<file path="config.mk">
export PLATFORM = sky130hd
export DESIGN_NAME = ofifo_drain
export DESIGN_NICKNAME = d
export VERILOG_FILES = /design/src/rtl/ofifo_drain.sv
export SDC_FILE = /design/constraint.sdc
export NUM_CORES = 1
export LEC_CHECK = 0
export BUFFER_PORTS_ARGS = -buffer_cell sky130_fd_sc_hd__buf_2
export CAP_MARGIN = 20
export CORE_ASPECT_RATIO = 1.1
export CORE_MARGIN = 5
export CORE_UTILIZATION = 47
export CTS_CLUSTER_SIZE = 30
export DETAILED_ROUTE_END_ITERATION = 8
export PLACE_DENSITY = 0.76
export SETUP_SLACK_MARGIN = 0.15
export SLEW_MARGIN = 40
export SYNTH_ARGS = -nofsm -noshare
export SYNTH_HDL_FRONTEND = slang
export SYNTH_SLANG_ARGS = --single-unit
</file>
<file path="constraint.sdc">
create_clock -name clk -period 1.8 [get_ports clk]
set_input_delay 0.18 -clock clk [delete_from_list [all_inputs] [get_ports clk]]
set_output_delay 0.18 -clock clk [all_outputs]
set_load 0.005 [all_outputs]
</file>
<file path="src/rtl/ofifo_drain.sv">
// ---------------------------------------------------------------------------
// ofifo_drain
//
// Read-side controller for the output FIFO bank. Each drain pops num_rows
// full rows (col lanes of bw bits) from the ofifo and writes row k to the
// psum SRAM at base_addr + k, modulo 2**addr_w. The pacing assumes the
// ofifo has a registered read path, so data appears one cycle after rd.
//
// Parameters
//   col     lanes per row (matches ofifo col)
//   bw      bits per lane (matches ofifo bw)
//   addr_w  SRAM address width; also the width of the row counter
//
// Ports
//   clk         single clock, all logic on posedge
//   reset       synchronous, active-low (0 = reset)
//   start       1-cycle pulse: begin a drain of num_rows rows (ignored if busy)
//   num_rows    rows to drain, sampled on an accepted start
//   base_addr   first SRAM address, sampled on an accepted start
//   fifo_valid  ofifo o_valid: every lane holds at least one entry
//   fifo_rd     ofifo rd: 1-cycle pop request
//   fifo_out    ofifo read data, lane i at [bw*(i+1)-1 : bw*i]
//   sram_cen    SRAM chip enable, active-low
//   sram_wen    SRAM write enable, active-low
//   sram_addr   SRAM address
//   sram_d      SRAM write data, same lane layout as fifo_out
//   busy        high from an accepted start until done
//   done        1-cycle pulse after the last row has been written
//
// Build option
//   DRAIN_RELU_EN  when defined, each lane is treated as signed two's
//                  complement and negative lanes are written as zero.
//                  When undefined, lanes are written bit-exact.
//
// Every output is driven straight from a flop, so the SRAM and ofifo see
// clean registered signals.
// ---------------------------------------------------------------------------
module ofifo_drain #(
    parameter int col    = 8,
    parameter int bw     = 4,
    parameter int addr_w = 11
) (
    input  logic                  clk,
    input  logic                  reset,
    input  logic                  start,
    input  logic [addr_w-1:0]     num_rows,
    input  logic [addr_w-1:0]     base_addr,
    input  logic                  fifo_valid,
    output logic                  fifo_rd,
    input  logic [col*bw-1:0]     fifo_out,
    output logic                  sram_cen,
    output logic                  sram_wen,
    output logic [addr_w-1:0]     sram_addr,
    output logic [col*bw-1:0]     sram_d,
    output logic                  busy,
    output logic                  done
);

    typedef enum logic [2:0] {
        S_IDLE,
        S_WAIT,
        S_RD,
        S_CAP,
        S_SETTLE,
        S_FIN
    } state_t;

    state_t              state_q,     state_d;
    logic [addr_w-1:0]   num_rows_q,  num_rows_d;
    logic [addr_w-1:0]   base_q,      base_d;
    logic [addr_w-1:0]   cnt_q,       cnt_d;
    logic                fifo_rd_q,   fifo_rd_d;
    logic                sram_cen_q,  sram_cen_d;
    logic                sram_wen_q,  sram_wen_d;
    logic [addr_w-1:0]   sram_addr_q, sram_addr_d;
    logic [col*bw-1:0]   sram_d_q,    sram_d_d;
    logic                busy_q,      busy_d;
    logic                done_q,      done_d;

    // Lane filter applied between the captured ofifo row and the write-data
    // register. Purely combinational, so it adds no latency.
    function automatic logic [col*bw-1:0] lane_filter(input logic [col*bw-1:0] row);
        logic [col*bw-1:0] res;
        res = row;
`ifdef DRAIN_RELU_EN
        for (int i = 0; i < col; i++) begin
            // Sign bit of the lane set -> negative -> clamp to zero.
            if (row[bw*(i+1)-1]) begin
                res[bw*i +: bw] = '0;
            end
        end
`endif
        return res;
    endfunction

    // Next-state and output decode.
    always_comb begin
        // NOTE: every signal assigned in this block gets a default first, so no
        // path through the case statement can leave one unassigned and infer a latch.
        state_d     = state_q;
        num_rows_d  = num_rows_q;
        base_d      = base_q;
        cnt_d       = cnt_q;
        sram_cen_d  = 1'b1;
        sram_wen_d  = 1'b1;
        sram_addr_d = sram_addr_q;
        sram_d_d    = sram_d_q;
        busy_d      = busy_q;
        done_d      = 1'b0;

        case (state_q)
            S_IDLE: begin
                if (start) begin
                    num_rows_d = num_rows;
                    base_d     = base_addr;
                    cnt_d      = '0;
                    busy_d     = 1'b1;
                    state_d    = (num_rows == '0) ? S_FIN : S_WAIT;
                end
            end

            S_WAIT: begin
                if (cnt_q == num_rows_q) begin
                    state_d = S_FIN;
                end else if (fifo_valid) begin
                    state_d = S_RD;
                end
            end

            // fifo_rd is high during this state; the row arrives next cycle.
            S_RD: begin
                state_d = S_CAP;
            end

            // Capture the popped row and register the SRAM write; the write
            // is on the pins during the following (SETTLE) cycle.
            S_CAP: begin
                sram_cen_d  = 1'b0;
                sram_wen_d  = 1'b0;
                sram_addr_d = base_q + cnt_q;   // wraps modulo 2**addr_w
                sram_d_d    = lane_filter(fifo_out);
                cnt_d       = cnt_q + 1'b1;
                state_d     = S_SETTLE;
            end

            // By now fifo_valid reflects the pop issued in RD, so this cycle
            // can make the same decision WAIT would. Going straight back to RD
            // when the next row is ready keeps the rate at one row per three
            // cycles; WAIT is only revisited when the ofifo runs dry.
            S_SETTLE: begin
                if (cnt_q == num_rows_q) begin
                    state_d = S_FIN;
                end else if (fifo_valid) begin
                    state_d = S_RD;
                end else begin
                    state_d = S_WAIT;
                end
            end

            // done and the busy drop both appear on the cycle after FIN.
            S_FIN: begin
                done_d  = 1'b1;
                busy_d  = 1'b0;
                state_d = S_IDLE;
            end

            default: begin
                state_d = S_IDLE;
            end
        endcase

        // Registered pop request: high exactly while the FSM sits in RD.
        fifo_rd_d = (state_d == S_RD);
    end

    // State and output registers with synchronous active-low reset. A reset
    // mid-drain abandons the remaining rows.
    always_ff @(posedge clk) begin
        // NOTE: sequential state uses non-blocking assignments only, so every
        // flop samples the pre-edge values regardless of statement order.
        if (!reset) begin
            state_q     <= S_IDLE;
            num_rows_q  <= '0;
            base_q      <= '0;
            cnt_q       <= '0;
            fifo_rd_q   <= 1'b0;
            sram_cen_q  <= 1'b1;
            sram_wen_q  <= 1'b1;
            sram_addr_q <= '0;
            sram_d_q    <= '0;
            busy_q      <= 1'b0;
            done_q      <= 1'b0;
        end else begin
            state_q     <= state_d;
            num_rows_q  <= num_rows_d;
            base_q      <= base_d;
            cnt_q       <= cnt_d;
            fifo_rd_q   <= fifo_rd_d;
            sram_cen_q  <= sram_cen_d;
            sram_wen_q  <= sram_wen_d;
            sram_addr_q <= sram_addr_d;
            sram_d_q    <= sram_d_d;
            busy_q      <= busy_d;
            done_q      <= done_d;
        end
    end

    assign fifo_rd   = fifo_rd_q;
    assign sram_cen  = sram_cen_q;
    assign sram_wen  = sram_wen_q;
    assign sram_addr = sram_addr_q;
    assign sram_d    = sram_d_q;
    assign busy      = busy_q;
    assign done      = done_q;

endmodule

</file>
==> insert_results.sql <==
INSERT INTO impl_metrics (metric_group, metric, value, unit) VALUES
('synth', 'post_synth.cell_area_avg', '8.16', 'µm²'),
('layout', 'most_frequent_standard_cell_in_the_layout_excluding_fill_and_tap_cells', 'nand2_1', ''),
('layout', 'layout.core_utilization', '62.1', '%'),
('status', 'status', 'finished with violations', ''),
('detailed_routing', 'final_antenna_net_count', '0', ''),
('pwr', 'sw_frac_of_total', '32.1', '%'),
('sta', 'unrepaired_setup_endpoints_after_global_routing', 'true', ''),
('worst_setup_path', 'cp_max_stage_cell', 'or4_1', ''),
('worst_hold_path', 'hold_path_class', 'in2reg', ''),
('synth', 'synthesis.instances', '454', ''),
('layout', 'fin_nets', '643', ''),
('floorplan', 'core.rowCount', '34', ''),
('sta', 'finalCritPeriodShare', '111', '%'),
('synth', 'post_synth_and_or_nand_nor_area_fraction', '24.5', '%'),
('worst_setup_path', 'critPathArrivalTime', '2270', 'ps'),
('sta', 'hold_slack', '56.7', 'ps'),
('pwr', 'pwr-share-seq', '48.2', '%'),
('detailed_routing', 'dr_total_vias', '3551', ''),
('pwr', 'cellInternalPower', '3010', 'µW'),
('sta', 'layout_min_cycle_time', '1990', 'ps'),
('clocking', 'numClockSinks', '83', ''),
('clocking', 'clock_tree.root_cell', 'clkbuf_8', ''),
('pwr', 'total_leakage_power', '0.00212', 'µW'),
('synth', 'post_synth_instance_area', '0.00370', 'mm²'),
('worst_setup_path', 'critPathKind', 'reg2reg', ''),
('floorplan', 'die_height', '103', 'µm'),
('clocking', 'clk_pin_slew', '90', 'ps'),
('placed_design', 'dpl.hpwl', '6820', 'µm'),
('layout', 'syn2layout_area_growth', '30.5', '%'),
('synth', 'post_synth_num_cell_types', '54', ''),
('floorplan', 'starting_utilization_of_the_core_area', '47.6', '%'),
('worst_setup_path', 'cp_slowest_stage_delay', '470', 'ps'),
('clocking', 'max-clock-path-buffers', '2', ''),
('detailed_routing', 'initialDrtViolationCount', '91', ''),
('detailed_routing', 'drt-total-wl', '9260', 'µm'),
('sta', 'max_clock_freq', '502', 'MHz'),
('global_routing', 'grt.total_usage', '19.1', '%'),
('floorplan', 'design.core.area', '0.00778', 'mm²'),
('synth', 'synth_flop_cell', 'dfxtp_1', ''),
('placed_design', 'routabilityCongestion', '0.839', ''),
('sta', 'fin_ws', '-193', 'ps'),
('floorplan', 'pin_count', '106', ''),
('status', 'violations_in_the_final_reports', 'negative setup slack', ''),
('sta', 'hold_viol', '0', ''),
('synth', 'synth-xor-area-share', '3.31', '%'),
('floorplan', 'die-area', '0.00976', 'mm²'),
('sta', 'final-setup-viol-count', '4', ''),
('clocking', 'tritoncts', 'done', ''),
('layout', 'drive_gt1_share', '32.4', '%'),
('clocking', 'cts_made_buffers', '9', ''),
('worst_setup_path', 'worst-path-max-fanout', '4', ''),
('pwr', 'power.clock.fraction', '27.3', '%'),
('global_routing', 'grt_pass1_wl', '15000', 'µm'),
('detailed_routing', 'vias_per_cell', '5.18', ''),
('synth', 'yosys.area_share.adder', '4.26', '%'),
('detailed_routing', 'first_pass_iteration_count_of_the_detailed_router', '4', ''),
('detailed_routing', 'drt-wirelength-per-cell', '13.5', 'µm'),
('synth', 'synth_seq_area_share', '44.9', '%'),
('floorplan', 'horizontal_die_dimension', '94.6', 'µm'),
('clocking', 'htree_num_levels', '3', ''),
('global_routing', 'grt.overflow.total', '0', ''),
('worst_setup_path', 'worst_setup_path_start_kind', 'flop', ''),
('clocking', 'worst_skew_pair.late_latency', '350', 'ps'),
('pwr', 'power_frac_comb', '24.5', '%'),
('pwr', 'p_sw', '1420', 'µW'),
('layout', 'final_cell_mix', 'nand2_1 (129), buf_2 (105), dfxtp_1 (73)', ''),
('synth', 'number_of_flops_mapped_to_enable_cells_by_yosys', '0', ''),
('global_routing', 'antenna_violations_before_repair', '0', ''),
('job', 'cap_violations', '0', ''),
('layout', 'insertedDiodeCount', '0', ''),
('synth', 'synth-warning-count', '0', '');
==> cell families (layout without fill, tap and decap cells) <==
group                    Yosys count  in the layout
AO/OA/AOI/OAI                    113            113
XOR/XNOR                          14             14
adder cells (fa/ha/maj)           12             12
buffers and inverters             34            158
flip-flops                        83             83
multiplexers                       2              2
AND/OR/NAND/NOR                  196            196
==> power groups by stage <==
| stage | clock network (µW) | registers [µW] | logic [µW] |
|---|---|---|---|
| 2_1_floorplan | 0 | 2130 | 693 |
| 3_3_place_gp | 0 | 2160 | 982 |
| 3_5_place_dp | 0 | 2170 | 1010 |
| 4_1_cts | 1230 | 2130 | 1030 |
| 5_1_grt | 1320 | 2160 | 1220 |
| 6_report | 1210 | 2130 | 1090 |
==> worst paths after layout <==
kind | depth (start not counted) | endpoint | start | slack [ps]
setup / recovery | 8 | sram_addr[10] | base_q[0] | -190
hold / removal | 3 | sram_d[26] | fifo_out[26] | 60
setup reg to reg | 8 | sram_addr[10] | base_q[0] | -190
hold reg to reg | 2 | sram_d[11] | sram_d[11] | 450
==> Yosys cell counts (2+ instances only) <==
cell type / number / area [µm²]
o2111ai_1: 2 / 17.5
nor4_1: 4 / 25.0
nor2b_1: 4 / 25.0
xor2_1: 12 / 105
o21ai_1: 3 / 15.0
o211ai_1: 2 / 15.0
o21ai_0: 10 / 50.1
ha_1: 11 / 138
a21boi_0: 4 / 30.0
a31oi_1: 3 / 18.8
nand3b_1: 3 / 22.5
o31ai_1: 2 / 15.0
nand4_1: 5 / 31.3
clkbuf_1: 10 / 37.5
o21a_1: 5 / 37.5
buf_2: 16 / 80.1
a32o_1: 2 / 20.0
nor3b_1: 3 / 22.5
inv_1: 5 / 18.8
or4_1: 2 / 15.0
and2_1: 6 / 37.5
a211oi_1: 3 / 22.5
nor2_1: 9 / 33.8
nand2_1: 129 / 484
a21oi_1: 65 / 325
nand3_1: 7 / 35.0
o41ai_1: 2 / 17.5
and4b_1: 2 / 20.0
a21o_1: 2 / 15.0
xnor2_1: 2 / 17.5
and3_1: 8 / 50.1
nor3_1: 7 / 35.0
dfxtp_1: 83 / 1660
==> layout make-up <==
cell class,instances,area (µm²)
clock inverter,6,50.0
multi-input combinational,337,2030
sequential,83,1680
timing repair buffer,136,791
fill,710,2950
inverter,6,22.5
tap,108,135
clock buffer,10,128
==> registers in the layout, indices dropped and copies added, names as in the netlist <==
signal and count:
base_q 11, busy 1, cnt_q 11, done 1
fifo_rd 1, num_rows_q 11, sram_addr 11, sram_d 32
sram_wen 1, state_q 3
==> metal layers <==
| metal | up-vias | track usage [%] | share of wire (%) |
|---|---|---|---|
| met1 | 1636 | 22.2 | 43 |
| met5 | - | 0 | 0 |
| met4 | 0 | 7.21 | 1.3 |
| met2 | 94 | 34.4 | 50 |
| met3 | 12 | 4.09 | 5.8 |
| li1 | 1809 | - | - |
==> stage by stage <==
| stage | instance area (µm²) | TNS [ps] | cells | total power, µW | setup slack, ps |
|---|---|---|---|---|---|
| 2_1_floorplan | 3760 | -164 | 454 | 2820 | -57.9 |
| 3_3_place_gp | 4510 | -413 | 664 | 3140 | -132 |
| 3_5_place_dp | 4510 | -754 | 664 | 3180 | -206 |
| 4_1_cts | 4760 | -541 | 683 | 4390 | -182 |
| 5_1_grt | 4830 | -845 | 686 | 4700 | -264 |
| 6_report | 4830 | -524 | 686 | 4430 | -193 |
==> worst max-delay path: cells and delay by family, from the launching register on <==
kind,cells,cell delay (ps)
adders and majority gates,2,360
buffers and inverters,1,50
DFF,1,340
AOI/OAI and AO/OA,3,500
and+or+nand+nor,2,670
==> timing repair <==
item	in CTS	in global routing
endpoints found under the setup margin	12	32
pin swaps	11	16
gates resized for setup	16	14
hold buffers	0	0
endpoints found under the hold margin	0	0
buffers inserted	3	3
No activity file was read; power rests on OpenSTA's default activity.
